### config.mk
export PLATFORM = sky130hd
export DESIGN_NAME = mips_hazard_scoreboard_flat
export DESIGN_NICKNAME = d
export VERILOG_FILES = /design/src/rtl/mips_hazard_scoreboard_if.sv /design/src/rtl/mips_hazard_scoreboard.sv /design/src/flat_wrapper.sv
export SDC_FILE = /design/constraint.sdc
export NUM_CORES = 1
export LEC_CHECK = 0
export ABC_AREA = 0
export CAP_MARGIN = 20
export CORE_UTILIZATION = 45
export DETAILED_ROUTE_END_ITERATION = 16
export DONT_BUFFER_PORTS = 1
export PLACE_DENSITY = 0.62
export SYNTH_ARGS = -nofsm -noshare
export SYNTH_HDL_FRONTEND = slang
export SYNTH_SLANG_ARGS = --single-unit
### constraint.sdc
create_clock -name clk -period 4.6 [get_ports clk]
set_clock_uncertainty 0.05 [all_clocks]
set_input_delay 0.92 -clock clk [delete_from_list [all_inputs] [get_ports clk]]
set_output_delay 0.92 -clock clk [all_outputs]
set_load 0.005 [all_outputs]
### src/rtl/mips_hazard_scoreboard_if.sv
// Decode-stage <-> hazard scoreboard bundle: issue fields, pipeline control,
// and the stall/forwarding selects returned to decode.
interface mips_hazard_scoreboard_if #(
    parameter int RA_W  = 5,
    parameter int SEL_W = 2
);
    logic             issue_valid;
    logic [RA_W-1:0]  issue_rs;
    logic [RA_W-1:0]  issue_rt;
    logic             issue_use_rs;
    logic             issue_use_rt;
    logic             issue_wr;
    logic [RA_W-1:0]  issue_rd;
    logic [SEL_W-1:0] issue_rdy;
    logic             hold;
    logic             flush;
    logic [SEL_W-1:0] flush_upto;
    logic             stall;
    logic [SEL_W-1:0] fwd_rs;
    logic [SEL_W-1:0] fwd_rt;
    logic [15:0]      stall_cnt;

    modport master (
        output issue_valid, issue_rs, issue_rt, issue_use_rs, issue_use_rt,
               issue_wr, issue_rd, issue_rdy, hold, flush, flush_upto,
        input  stall, fwd_rs, fwd_rt, stall_cnt
    );

    modport slave (
        input  issue_valid, issue_rs, issue_rt, issue_use_rs, issue_use_rt,
               issue_wr, issue_rd, issue_rdy, hold, flush, flush_upto,
        output stall, fwd_rs, fwd_rt, stall_cnt
    );
endinterface

### src/rtl/mips_hazard_scoreboard.sv
// Shadow pipeline of in-flight destinations producing decode stall and forwarding selects.
// Optional stall-cycle counter enabled by defining HAZARD_STALL_CNT_EN.
module mips_hazard_scoreboard #(
    parameter int DEPTH = 3,
    parameter int RA_W  = 5,
    parameter int SEL_W = 2
) (
    input  logic clk,
    input  logic rst,
    mips_hazard_scoreboard_if.slave sb
);

    logic             vld_p [1:DEPTH];
    logic [RA_W-1:0]  rd_p  [1:DEPTH];
    logic [SEL_W-1:0] rdy_p [1:DEPTH];

    logic             hit_rs, hit_rt;
    logic [SEL_W-1:0] k_rs, k_rt;
    logic [SEL_W-1:0] rdy_rs, rdy_rt;
    logic             act_rs, act_rt;
    logic             haz_rs, haz_rt;
    logic             stall_w;

    // Walk oldest to youngest so the youngest matching stage is the one left standing.
    always_comb begin
        hit_rs = 1'b0;
        k_rs   = '0;
        rdy_rs = '0;
        hit_rt = 1'b0;
        k_rt   = '0;
        rdy_rt = '0;
        for (int k = DEPTH; k >= 1; k--) begin
            if (vld_p[k] && (rd_p[k] == sb.issue_rs)) begin
                hit_rs = 1'b1;
                k_rs   = SEL_W'(k);
                rdy_rs = rdy_p[k];
            end
            if (vld_p[k] && (rd_p[k] == sb.issue_rt)) begin
                hit_rt = 1'b1;
                k_rt   = SEL_W'(k);
                rdy_rt = rdy_p[k];
            end
        end
    end

    assign act_rs  = sb.issue_valid && sb.issue_use_rs && (sb.issue_rs != '0);
    assign act_rt  = sb.issue_valid && sb.issue_use_rt && (sb.issue_rt != '0);
    assign haz_rs  = act_rs && hit_rs && (k_rs < rdy_rs);
    assign haz_rt  = act_rt && hit_rt && (k_rt < rdy_rt);
    assign stall_w = haz_rs || haz_rt;

    assign sb.stall  = stall_w;
    assign sb.fwd_rs = (act_rs && hit_rs && !haz_rs) ? k_rs : '0;
    assign sb.fwd_rt = (act_rt && hit_rt && !haz_rt) ? k_rt : '0;

    // Stage valids: shift, then kill stages 1..flush_upto (values above DEPTH simply cover all).
    always_ff @(posedge clk or negedge rst) begin
        if (!rst) begin
            for (int k = 1; k <= DEPTH; k++) vld_p[k] <= 1'b0;
        end else if (!sb.hold) begin
            for (int k = DEPTH; k >= 2; k--)
                vld_p[k] <= vld_p[k-1] && !(sb.flush && (k <= int'(sb.flush_upto)));
            vld_p[1] <= sb.issue_valid && sb.issue_wr && (sb.issue_rd != '0) &&
                        !stall_w && !sb.flush;
        end
    end

    // Stage payload; only meaningful where the matching valid is set.
    always_ff @(posedge clk) begin
        if (!sb.hold) begin
            for (int k = DEPTH; k >= 2; k--) begin
                rd_p[k]  <= rd_p[k-1];
                rdy_p[k] <= rdy_p[k-1];
            end
            rd_p[1]  <= sb.issue_rd;
            rdy_p[1] <= sb.issue_rdy;
        end
    end

`ifdef HAZARD_STALL_CNT_EN
    logic [15:0] stall_cnt_q;

    function automatic logic [15:0] sat_inc(input logic [15:0] v);
        return (v == 16'hFFFF) ? v : v + 16'd1;
    endfunction

    always_ff @(posedge clk or negedge rst) begin
        if (!rst)
            stall_cnt_q <= '0;
        else if (stall_w && !sb.hold)
            stall_cnt_q <= sat_inc(stall_cnt_q);
    end

    assign sb.stall_cnt = stall_cnt_q;
`else
    assign sb.stall_cnt = '0;
`endif

endmodule
### src/flat_wrapper.sv
// flat-port wrapper written by rule: the top's interface ports become plain ports
module mips_hazard_scoreboard_flat 
#(
    parameter int DEPTH = 3,
    parameter int RA_W  = 5,
    parameter int SEL_W = 2
)
  (clk, rst, sb_issue_valid, sb_issue_rs, sb_issue_rt, sb_issue_use_rs, sb_issue_use_rt, sb_issue_wr, sb_issue_rd, sb_issue_rdy, sb_hold, sb_flush, sb_flush_upto, sb_stall, sb_fwd_rs, sb_fwd_rt, sb_stall_cnt);
  mips_hazard_scoreboard_if #(.RA_W(RA_W), .SEL_W(SEL_W)) sb_i ();
  input  logic clk;
  input  logic rst;
  input wire logic [$bits(sb_i.issue_valid)-1:0] sb_issue_valid;
  input wire logic [$bits(sb_i.issue_rs)-1:0] sb_issue_rs;
  input wire logic [$bits(sb_i.issue_rt)-1:0] sb_issue_rt;
  input wire logic [$bits(sb_i.issue_use_rs)-1:0] sb_issue_use_rs;
  input wire logic [$bits(sb_i.issue_use_rt)-1:0] sb_issue_use_rt;
  input wire logic [$bits(sb_i.issue_wr)-1:0] sb_issue_wr;
  input wire logic [$bits(sb_i.issue_rd)-1:0] sb_issue_rd;
  input wire logic [$bits(sb_i.issue_rdy)-1:0] sb_issue_rdy;
  input wire logic [$bits(sb_i.hold)-1:0] sb_hold;
  input wire logic [$bits(sb_i.flush)-1:0] sb_flush;
  input wire logic [$bits(sb_i.flush_upto)-1:0] sb_flush_upto;
  output wire logic [$bits(sb_i.stall)-1:0] sb_stall;
  output wire logic [$bits(sb_i.fwd_rs)-1:0] sb_fwd_rs;
  output wire logic [$bits(sb_i.fwd_rt)-1:0] sb_fwd_rt;
  output wire logic [$bits(sb_i.stall_cnt)-1:0] sb_stall_cnt;
  assign sb_i.issue_valid = sb_issue_valid;
  assign sb_i.issue_rs = sb_issue_rs;
  assign sb_i.issue_rt = sb_issue_rt;
  assign sb_i.issue_use_rs = sb_issue_use_rs;
  assign sb_i.issue_use_rt = sb_issue_use_rt;
  assign sb_i.issue_wr = sb_issue_wr;
  assign sb_i.issue_rd = sb_issue_rd;
  assign sb_i.issue_rdy = sb_issue_rdy;
  assign sb_i.hold = sb_hold;
  assign sb_i.flush = sb_flush;
  assign sb_i.flush_upto = sb_flush_upto;
  assign sb_stall = sb_i.stall;
  assign sb_fwd_rs = sb_i.fwd_rs;
  assign sb_fwd_rt = sb_i.fwd_rt;
  assign sb_stall_cnt = sb_i.stall_cnt;
  mips_hazard_scoreboard #(.DEPTH(DEPTH), .RA_W(RA_W), .SEL_W(SEL_W)) u_core (.clk(clk), .rst(rst), .sb(sb_i));
endmodule
==> impl_metrics.json, run 1 <==
{
  "dieArea_um2": 3710,
  "cts_tree": "built",
  "postSynthAreaPerCell_um2": 11.0,
  "root_buffer": "clkbuf_4",
  "fin_crit_ps": 4180,
  "gr-total-overflow": 0,
  "power.density_nw_per_um2": 259,
  "area_growth_pct": 0.801,
  "synthArstFlopShare_pct": 13.0,
  "place_congestion": 0.885,
  "rows": 21,
  "final.setup.worst_slack_ps": 425,
  "die_w_um": 60.9,
  "initial_core_util_pct": 46.8,
  "detail_route.wirelength_mm": 3.13,
  "vias": 1062,
  "syn_area_um2": 1560,
  "antenna_found_initial": 0,
  "ys_seq_elements": 23,
  "worst-slew-pin-transition_ps": 810,
  "ys_warn_count": 0,
  "final_cells": 190,
  "critical_path.endpoint_type": "output pin",
  "synth_cell_types": 39,
  "insertion_delay_ps": 320,
  "dpl.hpwl_mm": 2.55,
  "rr_worst_depth": 10,
  "place_inst": 186,
  "io_pins": 48,
  "whs_ps": 225,
  "final_antenna_net_count": 0,
  "synth_ff_type": "edfxtp_1",
  "post-route-drc-count": 0,
  "fmax_mhz": 239,
  "crit_arrival_ps": 3210,
  "fin_tns_setup_ps": 0,
  "grt_max_degree": 22,
  "antenna_cells": 0,
  "routedWlPerCell_um": 16.5,
  "dp_slack_ps": 453,
  "outcome": "completed",
  "setup_viol": 0,
  "grt_pass1_vias": 1031,
  "synth-edff-count": 20,
  "final_area_um2": 1580,
  "hold_violations": 0,
  "worstPathRequired_ps": 3630,
  "die_y_um": 60.9,
  "cts_setup_buffers": 0,
  "crit_type": "primary input to output pin",
  "seq_area_frac_synth_pct": 43.2,
  "htree_num_levels": 1,
  "grt_pass1_wl_mm": 4.90,
  "clockBufferDepth": 2,
  "core_area_um2": 3340,
  "ir_drop_uv": 199,
  "viasPerCell": 5.59,
  "rsz0062_at_grt": "false",
  "path_clk_slew_ps": 130,
  "drv_slew": 0,
  "postCtsHoldBufs": 0,
  "track_usage_pct": 18.8,
  "fillers": 326,
  "cts_num_sinks": 23,
  "drive_gt1_share_pct": 9.72,
  "cp-start-kind": "primary input",
  "leakage_nw": 0.581,
  "fin_crit_sh_pct": 90.8,
  "drtPass1Iterations": 4,
  "place_area_um2": 1550,
  "total_power_mw": 0.408,
  "cap_violations": 0,
  "io_buffers": 0,
  "max_slew_margin_pct": 45.9,
  "path_max_fanout": 5,
  "drt_first_iter_violations": 46,
  "cts.repair.resized": 0,
  "cts_buffers": 3,
  "syn_inst": 142,
  "min_path_type": "primary input to asynchronous set/reset pin",
  "nets": 174,
  "postLayoutCoreUtil_pct": 47.2
}
[path summary, 6_finish.rpt]
check / startpoint / endpoint / slack, ps
min in group clk: u_core.rdy_p[0][2] / u_core.rdy_p[0][4] / 390
worst min register to register: u_core.rdy_p[0][2] / u_core.rdy_p[0][4] / 390
worst max register to register: u_core.rd_p[0][15] / u_core.vld_p[2] / 1690
worst max-delay path: sb_issue_rt[0] / sb_stall / 420
worst min-delay path: rst / u_core.vld_p[2] / 220
max in group asynchronous: rst / u_core.vld_p[1] / 4210
[worst max-delay path: stages]
cell,delay (ps)
xor2_1,130
nor4_1,350
and3_1,240
nand3_1,90
a31o_1,230
ha_1,350
a21oi_1,90
and4_4,190
a32o_1,220
or3_1,410
[sequential cells by signal, summed over array words and instances, names as in the netlist]
register and flops:
u_core.rd_p 15, u_core.vld_p 3, u_core.rdy_p 5
[logic make-up (layout without fill, tap and decap cells)]
group | count (synthesis) | count (layout) | share of synthesized area (%)
compound gates | 20 | 20 | 9.85
xor+xnor | 30 | 30 | 16.8
fa+ha+maj | 2 | 2 | 1.60
buf+inv | 21 | 8 | 9.37
flops | 23 | 23 | 43.2
mux | 2 | 2 | 1.28
other cells | 1 | 16 | 0.240
simple gates | 43 | 43 | 17.6
[cells in the mapped netlist (all sizes together) (2+ instances only)]
library cell / number / area (um^2)
o211ai: 2 / 20.0
a21oi: 4 / 20.0
and4: 3 / 32.5
nand2: 8 / 30.0
or4: 3 / 26.3
xor2: 22 / 193
o21ai: 4 / 20.0
ha: 2 / 25.0
nand3: 9 / 50.1
and3: 2 / 12.5
xnor2: 8 / 70.1
nand4: 4 / 25.0
dfrtp: 3 / 75.1
a2111oi: 2 / 20.0
mux2i: 2 / 20.0
nor2: 6 / 30.0
nor4: 4 / 37.5
inv: 4 / 15.0
a211oi: 2 / 20.0
nor3b: 2 / 15.0
edfxtp: 20 / 601
buf: 17 / 131
[cells in the final DEF (no fill, tap or decap), types with 2 or more instances in the layout]
master,netlist,routed
a2111oi_1,2,2
a21oi_1,4,4
and3_1,2,2
and4_4,2,2
clkbuf_4,0,3
conb_1,1,16
dfrtp_1,3,3
edfxtp_1,20,20
ha_1,2,2
inv_1,4,4
mux2i_1,2,2
nand2_1,8,8
nand3_1,8,8
nand4_1,4,4
nor2_1,5,5
nor3b_1,2,2
nor4_1,2,2
nor4_2,2,2
o21ai_0,4,4
or4_1,2,2
xnor2_1,8,8
xor2_1,22,22
[report_power, final]
part | internal, mW | total (mW) | switching (mW)
logic | 0.0219 | 0.0515 | 0.0296
clock network | 0.0332 | 0.0986 | 0.0654
registers | 0.244 | 0.258 | 0.0141
total | 0.299 | 0.408 | 0.109
[layer usage]
metal	vias up	share of wire [%]	GRT usage, %
met1	513	43	24.7
met2	48	46	29.0
met3	5	8.7	6.18
li1	496	-	-
met5	-	0	0
met4	0	1.6	6.82
[area by class of cell]
type                    instances  area [um^2]  share of cell area, %
flip-flops and latches         23          676                   42.9
clock buffers                   3         22.5                   1.43
inverters                       4         15.0                  0.953
clock inverters                 1         7.51                  0.477
multi-input cells             113          797                   50.6
well taps                      46         57.6                   3.65
(Power assumes the default switching activity.)
==> run 2: changes to the inputs <==
- MAX_ROUTING_LAYER: unset -> met4
==> run 2 against run 1 <==
Final area unchanged. Register-to-register slack about the same. Critical path depth unchanged. Final cell count unchanged. Worst hold slack worse by 1.8 ps. Combinational power about the same. Count of clock-buffer cells in the layout unchanged. Highest routed layer unchanged. Sequential share of layout area unchanged. First-iteration DRC count up 33%. Via count down 0.94%.
==> impl_metrics.json, run 2 (synthesized netlist as in run 1, its figures left out) <==
{
  "place_congestion": 0.899,
  "place_inst": 186,
  "vias": 1052,
  "dp_slack_ps": 453,
  "post-route-drc-count": 0,
  "die_w_um": 60.9,
  "io_buffers": 0,
  "crit_type": "primary input to output pin",
  "cp-start-kind": "primary input",
  "postCtsHoldBufs": 0,
  "layout_commonest_cell": "xor2_1",
  "gr-total-overflow": 0,
  "ir_drop_uv": 199,
  "path_max_fanout": 5,
  "final_antenna_net_count": 0,
  "min_path_type": "primary input to asynchronous set/reset pin",
  "drtPass1Iterations": 5,
  "cts_buffers": 3,
  "multi_input_area_um2": 797,
  "htree_num_levels": 1,
  "rsz0062_at_grt": "false",
  "setup_viol": 0,
  "seq_area_um2": 676,
  "fin_crit_ps": 4180,
  "cts_setup_buffers": 0,
  "track_usage_pct": 19.4,
  "worst-slew-pin-transition_ps": 816,
  "clockBufferDepth": 2,
  "antenna_found_initial": 0,
  "io_pins": 48,
  "slowest_stage": "or3_1",
  "core_area_um2": 3340,
  "final_cells": 190,
  "viasPerCell": 5.54,
  "largest_register": "u_core.rd_p",
  "outcome": "completed",
  "rr_worst_depth": 10,
  "max_slew_margin_pct": 45.5,
  "antenna_cells": 0,
  "drt_first_iter_violations": 61,
  "postLayoutCoreUtil_pct": 47.2,
  "leakage_nw": 0.581,
  "fillers": 326,
  "path_cells": "xor2_1, nor4_1, and3_1, nand3_1, a31o_1, ha_1, a21oi_1, and4_4, a32o_1, or3_1",
  "cap_violations": 0,
  "initial_core_util_pct": 46.8,
  "root_buffer": "clkbuf_4",
  "insertion_delay_ps": 320,
  "nets": 174,
  "grt_max_degree": 22,
  "slowest_delay_ps": 410,
  "cts_tree": "built",
  "cts.repair.resized": 0,
  "power.density_nw_per_um2": 260,
  "area_growth_pct": 0.801,
  "final.setup.worst_slack_ps": 418,
  "routedWlPerCell_um": 16.5,
  "fmax_mhz": 239,
  "grt_pass1_vias": 1031,
  "path_clk_slew_ps": 130,
  "cts_num_sinks": 23,
  "fin_tns_setup_ps": 0,
  "dpl.hpwl_mm": 2.55,
  "hold_violations": 0,
  "die_y_um": 60.9,
  "worstPathRequired_ps": 3630,
  "critical_path.endpoint_type": "output pin",
  "fin_crit_sh_pct": 90.9,
  "drive_gt1_share_pct": 9.72,
  "grt_pass1_wl_mm": 4.91,
  "total_power_mw": 0.409,
  "crit_arrival_ps": 3210,
  "largest_reg_flops": 15,
  "detail_route.wirelength_mm": 3.13,
  "dieArea_um2": 3710,
  "rows": 21,
  "final_cell_mix": "22 x xor2_1, 20 x edfxtp_1, 16 x conb_1",
  "reg_top3": "u_core.rd_p x15, u_core.rdy_p x5, u_core.vld_p x3",
  "drv_slew": 0
}
## run 2: cell counts in the layout (fill, tap and decap cells not counted)
No cell type changed its count.
## run 2: report_power, final
| group | switching (mW) | leakage [nW] | internal [mW] | total (mW) |
|---|---|---|---|---|
| clock network | 0.0659 | 0.0139 | 0.0332 | 0.0991 |
| registers | 0.0142 | 0.237 | 0.244 | 0.258 |
| logic | 0.0295 | 0.330 | 0.0219 | 0.0514 |
| total | 0.110 | 0.581 | 0.299 | 0.409 |
## run 2: critical path, delay by kind of cell
family	cells	cell delay [ps]
xor+xnor	1	130
compound gates	3	540
fa+ha+maj	1	350
simple gates	5	1280
## run 2: through the flow
stage               hold WS, ps  area (um^2)
floorplan                   350         1620
global placement            352         1550
detailed placement          357         1550
CTS                         217         1580
global route                198         1580
finish                      223         1580
## run 2: area by class of cell
| cell class | count | area share, % |
|---|---|---|
| clock buffers | 3 | 1.43 |
| clock inverters | 1 | 0.477 |
| inverters | 4 | 0.953 |
| multi-input cells | 113 | 50.6 |
| flip-flops and latches | 23 | 42.9 |
| well taps | 46 | 3.65 |
## run 2: final timing paths
kind	from	end	slack, ps
worst max-delay path	sb_issue_rt[0]	sb_stall	420
worst min-delay path	rst	u_core.vld_p[2]	220
worst max register to register	u_core.rd_p[0][15]	u_core.vld_p[2]	1690
worst min register to register	u_core.rdy_p[0][2]	u_core.rdy_p[0][4]	390
max in group asynchronous	rst	u_core.vld_p[1]	4210
min in group clk	u_core.rdy_p[0][2]	u_core.rdy_p[0][4]	390
## run 2: per-layer routing
| layer | wire length, um | vias to the layer above | GRT usage (%) |
|---|---|---|---|
| met5 | 0 | - | - |
| met4 | 51 | 0 | 6.82 |
| met3 | 218 | 5 | 4.48 |
| met2 | 1460 | 40 | 29.0 |
| met1 | 1410 | 510 | 25.9 |
| li1 | - | 497 | - |
==> run 3: changes to the inputs <==
- GPL_ROUTABILITY_DRIVEN: unset -> 0
==> results of run 3 <==
Same layout as run 2: the final DEF is identical, and so are final timing and power.
